<file path="src/rtl/dff_pipe_pkg.sv">
// Shared types, defaults and helpers for the dff_pipe retiming/buffer pipeline.
// DFF_PIPE_PARITY_EN (optional) adds a stored parity bit per stage and a sticky par_err output.
package dff_pipe_pkg;

  localparam int DFF_PIPE_WIDTH = 8;
  localparam int DFF_PIPE_DEPTH = 4;
  localparam int PAR_MAX_W      = 64;

  function automatic int cnt_w(input int depth);
    return $clog2(depth + 1);
  endfunction

  // Callers zero-extend into PAR_MAX_W bits; zero padding leaves the parity unchanged.
  function automatic logic even_parity(input logic [PAR_MAX_W-1:0] data);
    return ^data;
  endfunction

endpackage

</file>
<file path="src/rtl/dff_pipe_stage.sv">
// One pipeline stage: data + valid registers with async reset, sync clear and load enable.
// Data only loads when the incoming word is valid, so an emptied stage keeps its last value.
module dff_pipe_stage
  import dff_pipe_pkg::*;
#(
  parameter int           W       = 8,
  parameter logic [W-1:0] RST_VAL = '0
) (
  input  logic         clock,
  input  logic         reset,
  input  logic         clear,
  input  logic         load,
  input  logic [W-1:0] d_data,
  input  logic         d_valid,
  output logic [W-1:0] q_data,
  output logic         q_valid
);

  logic [W-1:0] data_d, data_q;
  logic         valid_d, valid_q;

  always_comb begin
    data_d  = data_q;
    valid_d = valid_q;
    if (clear) begin
      data_d  = RST_VAL;
      valid_d = 1'b0;
    end else if (load) begin
      valid_d = d_valid;
      if (d_valid) data_d = d_data;
    end
  end

  always_ff @(posedge clock or negedge reset) begin
    if (!reset) begin
      data_q  <= RST_VAL;
      valid_q <= 1'b0;
    end else begin
      data_q  <= data_d;
      valid_q <= valid_d;
    end
  end

  assign q_data  = data_q;
  assign q_valid = valid_q;

endmodule

</file>
<file path="src/rtl/dff_pipe.sv">
// Bubble-collapsing valid/ready register pipeline, WIDTH bits by DEPTH stages.
// Optional DFF_PIPE_PARITY_EN: even-parity bit per stage and sticky par_err output.
module dff_pipe
  import dff_pipe_pkg::*;
#(
  parameter int               WIDTH       = DFF_PIPE_WIDTH,
  parameter int               DEPTH       = DFF_PIPE_DEPTH,
  parameter logic [WIDTH-1:0] RESET_VALUE = '0
) (
  input  logic                    clock,
  input  logic                    reset,
  input  logic                    clear,
  input  logic [WIDTH-1:0]        in_data,
  input  logic                    in_valid,
  output logic                    in_ready,
  output logic [WIDTH-1:0]        out_data,
  output logic                    out_valid,
  input  logic                    out_ready,
  output logic [cnt_w(DEPTH)-1:0] count
`ifdef DFF_PIPE_PARITY_EN
  ,
  output logic                    par_err
`endif
);

  localparam int CW = cnt_w(DEPTH);
`ifdef DFF_PIPE_PARITY_EN
  localparam int SW = WIDTH + 1;
  localparam logic [SW-1:0] RST_W = {even_parity(PAR_MAX_W'(RESET_VALUE)), RESET_VALUE};
`else
  localparam int SW = WIDTH;
  localparam logic [SW-1:0] RST_W = RESET_VALUE;
`endif

  logic [DEPTH-1:0]          move, vld, vin;
  logic [DEPTH-1:0][SW-1:0]  dat, din;
  logic [SW-1:0]             in_word;
  logic                      push, pop;
  logic [CW-1:0]             count_d, count_q;

`ifdef DFF_PIPE_PARITY_EN
  assign in_word = {even_parity(PAR_MAX_W'(in_data)), in_data};
`else
  assign in_word = in_data;
`endif

  // Ready ripples from the output back to the input; a stage moves if empty or its successor moves.
  always_comb begin
    move = '0;
    move[DEPTH-1] = !vld[DEPTH-1] | out_ready;
    for (int k = DEPTH - 2; k >= 0; k--) move[k] = !vld[k] | move[k+1];
  end

  assign in_ready = move[0];
  assign push     = in_valid & in_ready;
  assign pop      = vld[DEPTH-1] & out_ready;

  always_comb begin
    din    = '0;
    vin    = '0;
    din[0] = in_word;
    vin[0] = push;
    for (int k = 1; k < DEPTH; k++) begin
      din[k] = dat[k-1];
      vin[k] = vld[k-1];
    end
  end

  for (genvar k = 0; k < DEPTH; k++) begin : g_stage
    dff_pipe_stage #(.W(SW), .RST_VAL(RST_W)) u_stage (
      .clock   (clock),
      .reset   (reset),
      .clear   (clear),
      .load    (move[k]),
      .d_data  (din[k]),
      .d_valid (vin[k]),
      .q_data  (dat[k]),
      .q_valid (vld[k])
    );
  end

  always_comb begin
    count_d = count_q;
    if (clear) count_d = '0;
    else       count_d = count_q + CW'(push) - CW'(pop);
  end

  always_ff @(posedge clock or negedge reset) begin
    if (!reset) count_q <= '0;
    else        count_q <= count_d;
  end

  assign count     = count_q;
  assign out_valid = vld[DEPTH-1];
  assign out_data  = dat[DEPTH-1][WIDTH-1:0];

`ifdef DFF_PIPE_PARITY_EN
  logic par_err_d, par_err_q;

  always_comb begin
    par_err_d = par_err_q;
    if (clear) par_err_d = 1'b0;
    else if (out_valid && (even_parity(PAR_MAX_W'(out_data)) != dat[DEPTH-1][WIDTH]))
      par_err_d = 1'b1;
  end

  always_ff @(posedge clock or negedge reset) begin
    if (!reset) par_err_q <= 1'b0;
    else        par_err_q <= par_err_d;
  end

  assign par_err = par_err_q;
`endif

endmodule

</file>
<file path="config.mk">
export PLATFORM = sky130hd
export DESIGN_NAME = dff_pipe
export DESIGN_NICKNAME = d
export VERILOG_FILES = /design/src/rtl/dff_pipe_pkg.sv /design/src/rtl/dff_pipe_stage.sv /design/src/rtl/dff_pipe.sv
export SDC_FILE = /design/constraint.sdc
export NUM_CORES = 1
export LEC_CHECK = 0
export ABC_AREA = 0
export BUFFER_PORTS_ARGS = -buffer_cell sky130_fd_sc_hd__buf_4
export CAP_MARGIN = 0
export CORE_ASPECT_RATIO = 1.1
export CORE_MARGIN = 2
export CORE_UTILIZATION = 55
export DETAILED_ROUTE_END_ITERATION = 16
export GPL_TIMING_DRIVEN = 0
export PLACE_DENSITY = 0.77
export RECOVER_POWER = 50
export SYNTH_ARGS = -nofsm -noshare
export SYNTH_HDL_FRONTEND = slang
export SYNTH_SLANG_ARGS = --single-unit
export TNS_END_PERCENT = 1
</file>
<file path="constraint.sdc">
create_clock -name clock -period 4.4 [get_ports clock]
set_clock_uncertainty 0.2 [all_clocks]
set_input_delay 0.22 -clock clock [delete_from_list [all_inputs] [get_ports clock]]
set_output_delay 0.22 -clock clock [all_outputs]
set_load 0.05 [all_outputs]
</file>
# --- After elaboration in Yosys (flattened, before gate mapping) ---
# Cells that the tools add are included.
totals:
  ff_bits: 39
  input_bits: 13
  out_inout_bits: 13
  word_cells: 54
classes:
  add_sub_neg: 2
  n_bitwise: 6
  muxes: 21
  reduce_logical: 16
op_table:
  columns: ["op", "count"]
  rows:
  - ["8-bit two-way mux", 12]
  - ["2-bit nonzero test", 8]
  - ["1-bit two-way mux", 8]
  - ["2-bit AND reduction", 4]
  - ["1-bit logical NOT", 4]
  - ["1-bit OR", 4]
  - ["3-bit by 1-bit adder with 3-bit output", 1]
  - ["3-bit two-way mux", 1]
  - ["3-bit by 1-bit subtractor with 3-bit output", 1]
  - ["1-bit AND", 2]

# --- Depth between registers and ports, before layout ---
# Gate-level depths: netlist of run 1.
depth:
  depth_word: 9
  depth_mapped: 12
  depth_no_buf: 10

# --- Modules after synthesis ---
# A second synthesis of run 1 with hierarchy kept.
unflattened:
  hier_cells: 181
  hier_area_um2: 2037.0
by_module_without_submodules:
  columns: ["module", "area_each_um2", "cells_per_inst", "instances", "seq_area_each_um2"]
  rows:
  - ["dff_pipe_stage", 451.7, 40, 4, 225.2]
  - ["dff_pipe", 230.2, 21, 1, 75.1]

# --- Worst setup path before layout of run 1 ---
# Ideal clock, no wire load.
synth_timing:
  path_type: "register -> register"
  start: "reg g_stage[3].u_stage.valid_q"
  end: "reg count_q[2], in the netlist count[2]"
  synth_period_minus_slack_ns: 2.988
  setup_ns: 0.121
  t_arrival_ns: 2.667
  setup_slack_ns: 1.412
  path_buffers: 2
  stages_incl_launch_ff: 13
  required_time_ns: 4.079
  path_cell_list: "dfrtp_1 and4b_1 buf_6 buf_6 nand2_1 nand2_1 ha_1 inv_1 ha_1 inv_1 fa_1 xnor2_1 nor2_1"
synth_between:
  elab_chain_len: 9
  word_cells_on_any_way: 10
  classes_between: "add/sub: 2; mux: 1; bitwise: 6; reduce/logical: 1"
synth_rtl:
  columns: ["element", "line", "source"]
  rows:
  - ["start, declared", "dff_pipe_stage.sv:20", "logic valid_d, valid_q;"]
  - ["start signal, assigned", "dff_pipe_stage.sv:40", "valid_q <= valid_d;"]
  - ["1-bit logical NOT", "dff_pipe.sv:50", "move[DEPTH-1] = !vld[DEPTH-1] | out_ready;"]
  - ["1-bit OR", "dff_pipe.sv:50", null]
  - ["1-bit OR (3 in series)", "dff_pipe.sv:51", "for (int k = DEPTH - 2; k >= 0; k--) move[k] = !vld[k] | move[k+1];"]
  - ["named net in_ready", "dff_pipe.sv:15", "output logic in_ready,"]
  - ["1-bit AND", "dff_pipe.sv:55", "assign push = in_valid & in_ready;"]
  - ["3-bit by 1-bit adder with 3-bit output", "dff_pipe.sv:85", "else count_d = count_q + CW'(push) - CW'(pop);"]
  - ["3-bit by 1-bit subtractor with 3-bit output", "dff_pipe.sv:85", null]
  - ["3-bit two-way mux", "dff_pipe.sv:84", "if (clear) count_d = '0;"]
  - ["named net count_d[2]", "dff_pipe.sv:39", "logic [CW-1:0] count_d, count_q;"]
  - ["end signal, assigned", "dff_pipe.sv:90", "else count_q <= count_d;"]
  - ["end, declared", "dff_pipe.sv:39", null]
# The timed path passes the listed nets, and every way through them passes these cells.
# A chain may end at the register's enable or synchronous reset.

# --- Final worst setup path of run 1 ---
layout_timing:
  start: "reg g_stage[3].u_stage.valid_q"
  end: "reg count_q[2], in the netlist count[2]"
layout_between:
  elab_chain_len: 9
  word_cells_on_any_way: 10
  classes_between: "add/sub: 2; mux: 1; bitwise: 6; reduce/logical: 1"
layout_rtl:
  columns: ["element", "line"]
  rows:
  - ["1-bit logical NOT", "dff_pipe.sv:50"]
  - ["1-bit OR", "dff_pipe.sv:50"]
  - ["1-bit OR (3 in series)", "dff_pipe.sv:51"]
  - ["1-bit AND", "dff_pipe.sv:55"]
  - ["3-bit by 1-bit adder with 3-bit output", "dff_pipe.sv:85"]
  - ["3-bit by 1-bit subtractor with 3-bit output *", "dff_pipe.sv:85"]
  - ["3-bit two-way mux *", "dff_pipe.sv:84"]
  - ["named net count_d[2]", "dff_pipe.sv:39"]
# The timed path passes the listed nets; every way through them passes the cells marked *.

==> results of run 1 <==
layout by cell type, fill, tap and decap left out:
cell type      Yosys  final
a21boi_2           1      1
nand2b_1           1      1
o21ai_0            8      8
nand3_1           16     16
ha_1               2      2
clkbuf_4           0      5
o211ai_1           8      8
and4b_1            1      1
clkbuf_1           1      8
dlygate4sd3_1      0      9
a21oi_1           11     11
nor3b_1            7      7
buf_6              5      4
and2_1             1      1
buf_4             11     30
nor2_1             8      8
inv_1              4      4
xnor2_1            1      1
a32oi_1            1      1
xor2_1             1      1
nand4_1            8      8
buf_2              9      9
a31oi_1            7      7
nand2_1           26     26
mux2i_1           16     16
dfrtp_1           39     39
nor2b_1            4      4
fa_1               1      1
where the power goes:
part	total [W]	internal [W]	switching [W]
logic	0.000104	0.0000414	0.0000622
clock network	0.000162	0.0000570	0.000105
registers	0.000384	0.000373	0.0000111
stage by stage:
stage / utilization, % / worst slack (ns) / power [W] / hold WS (ns) / std cells
after floorplan: - / 1.412 / 0.0004557 / -0.2756 / 198
after global placement: 65.52 / 1.977 / 0.0004872 / 0.004482 / 270
after detailed placement: 65.52 / 1.909 / 0.0004922 / 0.01496 / 270
after CTS: 69.40 / 1.881 / 0.0006569 / 0.07631 / 285
after global routing: 68.63 / 1.414 / 0.0006791 / 0.1248 / 285
final: 68.63 / 1.589 / 0.0006500 / 0.08730 / 285
synth_stat cells (5+ instances only):
cell type / n / area (µm²)
nor3b_1: 7 / 52.55
nand2_1: 26 / 97.59
buf_6: 5 / 56.30
a31oi_1: 7 / 43.79
nand3_1: 16 / 80.08
o211ai_1: 8 / 60.06
nor2_1: 8 / 30.03
nand4_1: 8 / 50.05
mux2i_1: 16 / 160.2
buf_2: 9 / 45.04
dfrtp_1: 39 / 975.9
o21ai_0: 8 / 40.04
buf_4: 11 / 82.58
a21oi_1: 11 / 55.05
sequential cells by signal (all words and copies together), names as in the netlist:
name,cells
g_stage.u_stage.q_data,32
g_stage.u_stage.q_valid,4
count,3
layout make-up:
class	instances	area (µm²)
Fill cell	289	1062
Timing Repair Buffer	33	255.2
Multi-Input combinational cell	129	799.5
Inverter	4	15.01
Tap cell	48	60.06
Sequential cell	39	975.9
Buffer	26	176.4
Clock buffer	6	41.29
metal layers:
layer  GRT usage [%]  vias to the layer above
met5               0                        -
met4           10.60                        0
met3           3.689                        7
met2           42.42                       53
met1           26.10                      760
li1                -                      760
worst paths after layout:
check | from | endpoint | slack, ns
worst max-delay path | g_stage[3].u_stage.q_valid$_DFFE_PN0P_ | count[2]$_DFF_PN0_ | 1.59
worst min-delay path | clear | g_stage[0].u_stage.q_data[2]$_DFFE_PN0P_ | 0.09
worst max register to register | g_stage[3].u_stage.q_valid$_DFFE_PN0P_ | count[2]$_DFF_PN0_ | 1.59
worst min register to register | g_stage[1].u_stage.q_valid$_DFFE_PN0P_ | g_stage[2].u_stage.q_valid$_DFFE_PN0P_ | 0.33
max in group asynchronous | reset | g_stage[2].u_stage.q_data[3]$_DFFE_PN0P_ | 2.00
min in group asynchronous | reset | g_stage[2].u_stage.q_valid$_DFFE_PN0P_ | 0.83
timing repair:
item,CTS,global route
hold buffers,9,0
gates resized for setup,0,0
hold endpoints to repair,47,0
cell families after synthesis:
kind of cell / synth area share, %
compound gates: 11.07
xor+xnor: 0.8857
fa+ha+maj: 2.277
buf+inv: 10.25
flops: 49.34
mux: 8.096
simple gates: 18.09
critical path, delay by kind of cell, from the launching register on:
family	cells	cell delay [ns]
flops	1	0.41
simple gates	4	0.46
fa+ha+maj	3	0.74
buf+inv	4	0.74
xor+xnor	1	0.16
==> flow_metrics.py, run 1 <==
metrics = {
    "detailed_routing": {
        "routedWlPerCell_um": 14.36,
        "drtIter0Drc": 58,
        "met2_length_um": 2205,
        "wl_met1_um": 1634,
        "routed-wl-met3_um": 197,
        "ant_nets": 0,
        "routed.top_layer": "met4",
        "viasPerCell": 5.544,
        "num_vias": 1580,
        "totalWireLength_um": 4094,
        "drtPass1Iterations": 4,
        "drcViolationCount": 0,
    },
    "yosys": {
        "async_reset_ff_share_pct": 100.0,
        "synthesis.nets": 214,
        "synth_area_um2": 1978,
        "yosys_most_used_dff": "dfrtp_1",
        "synthDistinctLibCells": 26,
        "postSynthAreaPerCell_um2": 9.991,
        "ys_seq_elements": 39,
        "synth_edf_count": 0,
        "synthCells": 198,
        "seq_area_frac_synth_pct": 49.34,
        "synth_warnings": 0,
    },
    "final_layout": {
        "nets": 254,
        "area_growth_pct": 17.46,
        "drive_above_1_share_pct": 20.68,
        "diodes": 0,
        "design_area_um2": 2323,
    },
    "clocking": {
        "clockRootBuffer": "clkbuf_4",
        "tritoncts": "yes",
        "path_clk_slew_ns": 0.11,
        "htreeDepth": 2,
        "clkSinkCount": 39,
        "cts.path.max_buffers": 2,
        "insertion_delay_ns": 0.33,
        "post_cts_buffers": 0,
        "cts_buffers": 5,
    },
    "timing": {
        "finalMaxSlewViolations": 40,
        "finalCritPeriodShare_pct": 63.88,
        "period_needed_ns": 2.811,
        "clock.fmax_ghz": 0.3558,
        "setup-tns-final_ns": 0,
        "tightestPinTransition_ns": 2.068,
        "hold_violations": 0,
        "rsz0062_at_grt": "no",
        "max_slew_margin_pct": -37.86,
        "setup-violations-final": 0,
    },
    "global_route": {
        "grt.overflow.total": 0,
        "grt_max_degree": 40,
        "grt_pass1_wl_um": 7176,
        "grtUsageTotal_pct": 23.45,
        "grt_pass1_vias": 1647,
        "antenna_found_initial": 0,
    },
    "run_status": {
        "status": "finished with violations",
        "violations": "max-capacitance violations, max-slew violations",
    },
    "worst_setup_path": {
        "critical_path_class": "reg2reg",
        "crit_slowest_cell": "dfrtp_1",
        "max_stage_delay_ns": 0.41,
        "cp-start-kind": "register",
        "crit_arrival_ns": 2.83,
        "cp_cell_sequence": "and4b_1 -> clkbuf_1 -> buf_6 -> nand2_1 -> nand2_1 -> ha_1 -> inv_1 -> ha_1 -> inv_1 -> fa_1 -> xnor2_1 -> nor2_1",
        "cp_max_fo": 10,
        "crit_required_ns": 4.42,
        "endpoint_kind": "register",
        "worstRegToRegCells": 12,
    },
    "power_and_ir_drop": {
        "p_per_area_nw_per_um2": 279.8,
        "p_leak_nw": 1.041,
        "ir_drop_mv": 0.1684,
    },
    "floorplan": {
        "core_um2": 3386,
        "start_util_pct": 58.43,
        "die_h_um": 66.90,
        "die_w_um": 61.18,
        "io_pins": 26,
        "rows": 22,
        "die_area_um2": 4093,
    },
    "placed_design": {
        "placed_cell_area_um2": 2218,
        "dp_hpwl_um": 2893,
        "place.gp.congestion": 0.7907,
        "portBuffers": 24,
    },
    "worst_hold_path": {
        "holdPathStages": 4,
        "hold_class": "in2reg",
    },
    "flow_run": {
        "maxCapViolations": 1,
    },
}
Note: power is estimated with default switching activity, not from simulation.
==> run 2, diff against run 1 <==
- clock period: 4.4 -> 2.73 ns (I/O delays scaled with it)
==> run 2 against run 1 <==
The flow now finishes without violations. Count of clock-buffer cells in the layout up 1. Sequential power up 61%. Critical path type unchanged. Critical path depth unchanged. Total power up 65%. Register-to-register slack worse by 1.4 ns. Largest cell class unchanged. Final cell count up 1.4%. Maximum frequency up 12%. Largest power group unchanged. Design area up 1.8%. Global-route usage up 0.057 points. Die area unchanged. Worst hold slack worse by 0.072 ns. First-iteration DRC count up 34%.
==> flow_metrics.py, run 2 (same netlist as run 1, synthesis figures left out) <==
metrics = {
    "detailed_routing": {
        "num_vias": 1599,
        "totalWireLength_um": 4038,
        "routedWlPerCell_um": 13.97,
        "drtPass1Iterations": 4,
        "viasPerCell": 5.533,
        "drtIter0Drc": 78,
        "drcViolationCount": 0,
        "ant_nets": 0,
    },
    "timing": {
        "tightestPinTransition_ns": 0.9325,
        "hold_violations": 0,
        "setup-tns-final_ns": 0,
        "whs_ns": 0.01539,
        "clock.fmax_ghz": 0.3985,
        "finalCritPeriodShare_pct": 91.93,
        "max_slew_margin_pct": 37.83,
        "period_needed_ns": 2.510,
        "finalMaxSlewViolations": 0,
        "setup-violations-final": 0,
        "rsz0062_at_grt": "no",
    },
    "worst_setup_path": {
        "crit_arrival_ns": 2.55,
        "r2r-end": "count[2]$_DFF_PN0_",
        "cp-start-kind": "register",
        "worstRegToRegCells": 12,
        "rrSetupSlack_ns": 0.22,
        "r2r-start": "g_stage[3].u_stage.q_valid$_DFFE_PN0P_",
        "cp_max_fo": 10,
        "crit_required_ns": 2.77,
        "endpoint_kind": "register",
        "critical_path_class": "reg2reg",
    },
    "clocking": {
        "cts_hold_buffers": 11,
        "clkSinkCount": 39,
        "cts_buffers": 5,
        "tritoncts": "yes",
        "htreeDepth": 2,
        "cts.path.max_buffers": 2,
        "post_cts_buffers": 0,
        "insertion_delay_ns": 0.35,
        "path_clk_slew_ns": 0.12,
        "clockRootBuffer": "clkbuf_4",
        "cts_resized": 0,
    },
    "final_layout": {
        "area_growth_pct": 19.54,
        "mostFrequentLayoutCells": "dfrtp_1 (38), buf_4 (30), nand2_1 (25), nand3_1 (16), mux2i_1 (16)",
        "nets": 256,
        "final_common_cell": "dfrtp_1",
        "largest_register_ffs": 32,
        "diodes": 0,
        "drive_above_1_share_pct": 22.41,
        "fillerInstances": 272,
    },
    "global_route": {
        "grt_pass1_vias": 1641,
        "grt_pass1_wl_um": 7031,
        "antenna_found_initial": 0,
        "grt.overflow.total": 0,
        "grt_max_degree": 40,
        "grtUsageTotal_pct": 23.50,
    },
    "placed_design": {
        "dp_hpwl_um": 2906,
        "place.gp.congestion": 0.8079,
        "portBuffers": 24,
    },
    "power_and_ir_drop": {
        "p_leak_nw": 1.058,
        "ir_drop_mv": 0.3245,
        "p_per_area_nw_per_um2": 454.4,
    },
    "worst_hold_path": {
        "holdPathStages": 4,
        "whs_endpoint": "g_stage[0].u_stage.q_data[7]$_DFFE_PN0P_",
        "worstHoldStart": "clear",
        "hold_class": "in2reg",
    },
    "floorplan": {
        "core_um2": 3386,
        "rows": 22,
        "die_area_um2": 4093,
        "die_h_um": 66.90,
        "io_pins": 26,
        "die_w_um": 61.18,
        "start_util_pct": 58.43,
    },
    "flow_run": {
        "maxCapViolations": 0,
    },
    "run_status": {
        "status": "complete, no violations",
    },
}
[run 2: worst max path at each step]
stage	from	endpoint	cells past startpoint	slack, ns
floorplan	g_stage[3].u_stage.q_valid$_DFFE_PN0P_	count[2]$_DFF_PN0_	12	0.05
global placement	g_stage[3].u_stage.q_valid$_DFFE_PN0P_	count[2]$_DFF_PN0_	12	0.32
detailed placement	g_stage[3].u_stage.q_valid$_DFFE_PN0P_	count[2]$_DFF_PN0_	12	0.27
CTS	g_stage[3].u_stage.q_valid$_DFFE_PN0P_	count[2]$_DFF_PN0_	12	0.25
global route	g_stage[2].u_stage.q_valid$_DFFE_PN0P_	count[2]$_DFF_PN0_	12	0.11
finish	g_stage[3].u_stage.q_valid$_DFFE_PN0P_	count[2]$_DFF_PN0_	12	0.22
[run 2: per-stage QoR]
stage / worst slack [ns] / util, % / instance area, µm² / total power [W] / cells
2_1_floorplan: 0.05316 / - / 1982 / 0.0007347 / 198
3_3_place_gp: 0.3150 / 65.63 / 2222 / 0.0007854 / 270
3_5_place_dp: 0.2677 / 65.63 / 2222 / 0.0007933 / 270
4_1_cts: 0.2478 / 70.36 / 2382 / 0.001086 / 289
5_1_grt: 0.1128 / 69.84 / 2365 / 0.001123 / 289
6_report: 0.2204 / 69.84 / 2365 / 0.001074 / 289
[run 2: power breakdown]
part	switching, W	internal [W]	total [W]	leakage (nW)
clock network	0.000184	0.000100	0.000285	0.0293
logic	0.000101	0.0000693	0.000171	0.500
registers	0.0000172	0.000602	0.000619	0.528
[run 2: area by class of cell]
type,count,area (µm²),area share (%)
plain buffers,26,183.9,7.778
clock buffers,7,45.04,1.905
clock inverters,1,5.005,0.2116
inverters,4,15.01,0.6349
multi-input cells,129,802.0,33.92
flip-flops and latches,39,977.2,41.32
well taps,48,60.06,2.540
repair buffers,35,276.5,11.69
[run 2: layer usage]
layer  track usage, %  vias up  share of wire, %
li1                 -      768                 -
met1            25.92      766                41
met2            41.76       54                53
met3            4.078       11               3.7
met4            12.23        0               2.2
met5                0        -                 0
[run 2: worst max-delay path, stage by stage, from the launching register on]
cell	delay (ns)
dfrtp_2	0.44
and4b_1	0.22
buf_6	0.15
buf_6	0.14
nand2_2	0.07
nand2_1	0.06
ha_1	0.27
inv_1	0.06
ha_1	0.13
inv_1	0.05
fa_1	0.38
xnor2_1	0.16
nor2_1	0.06
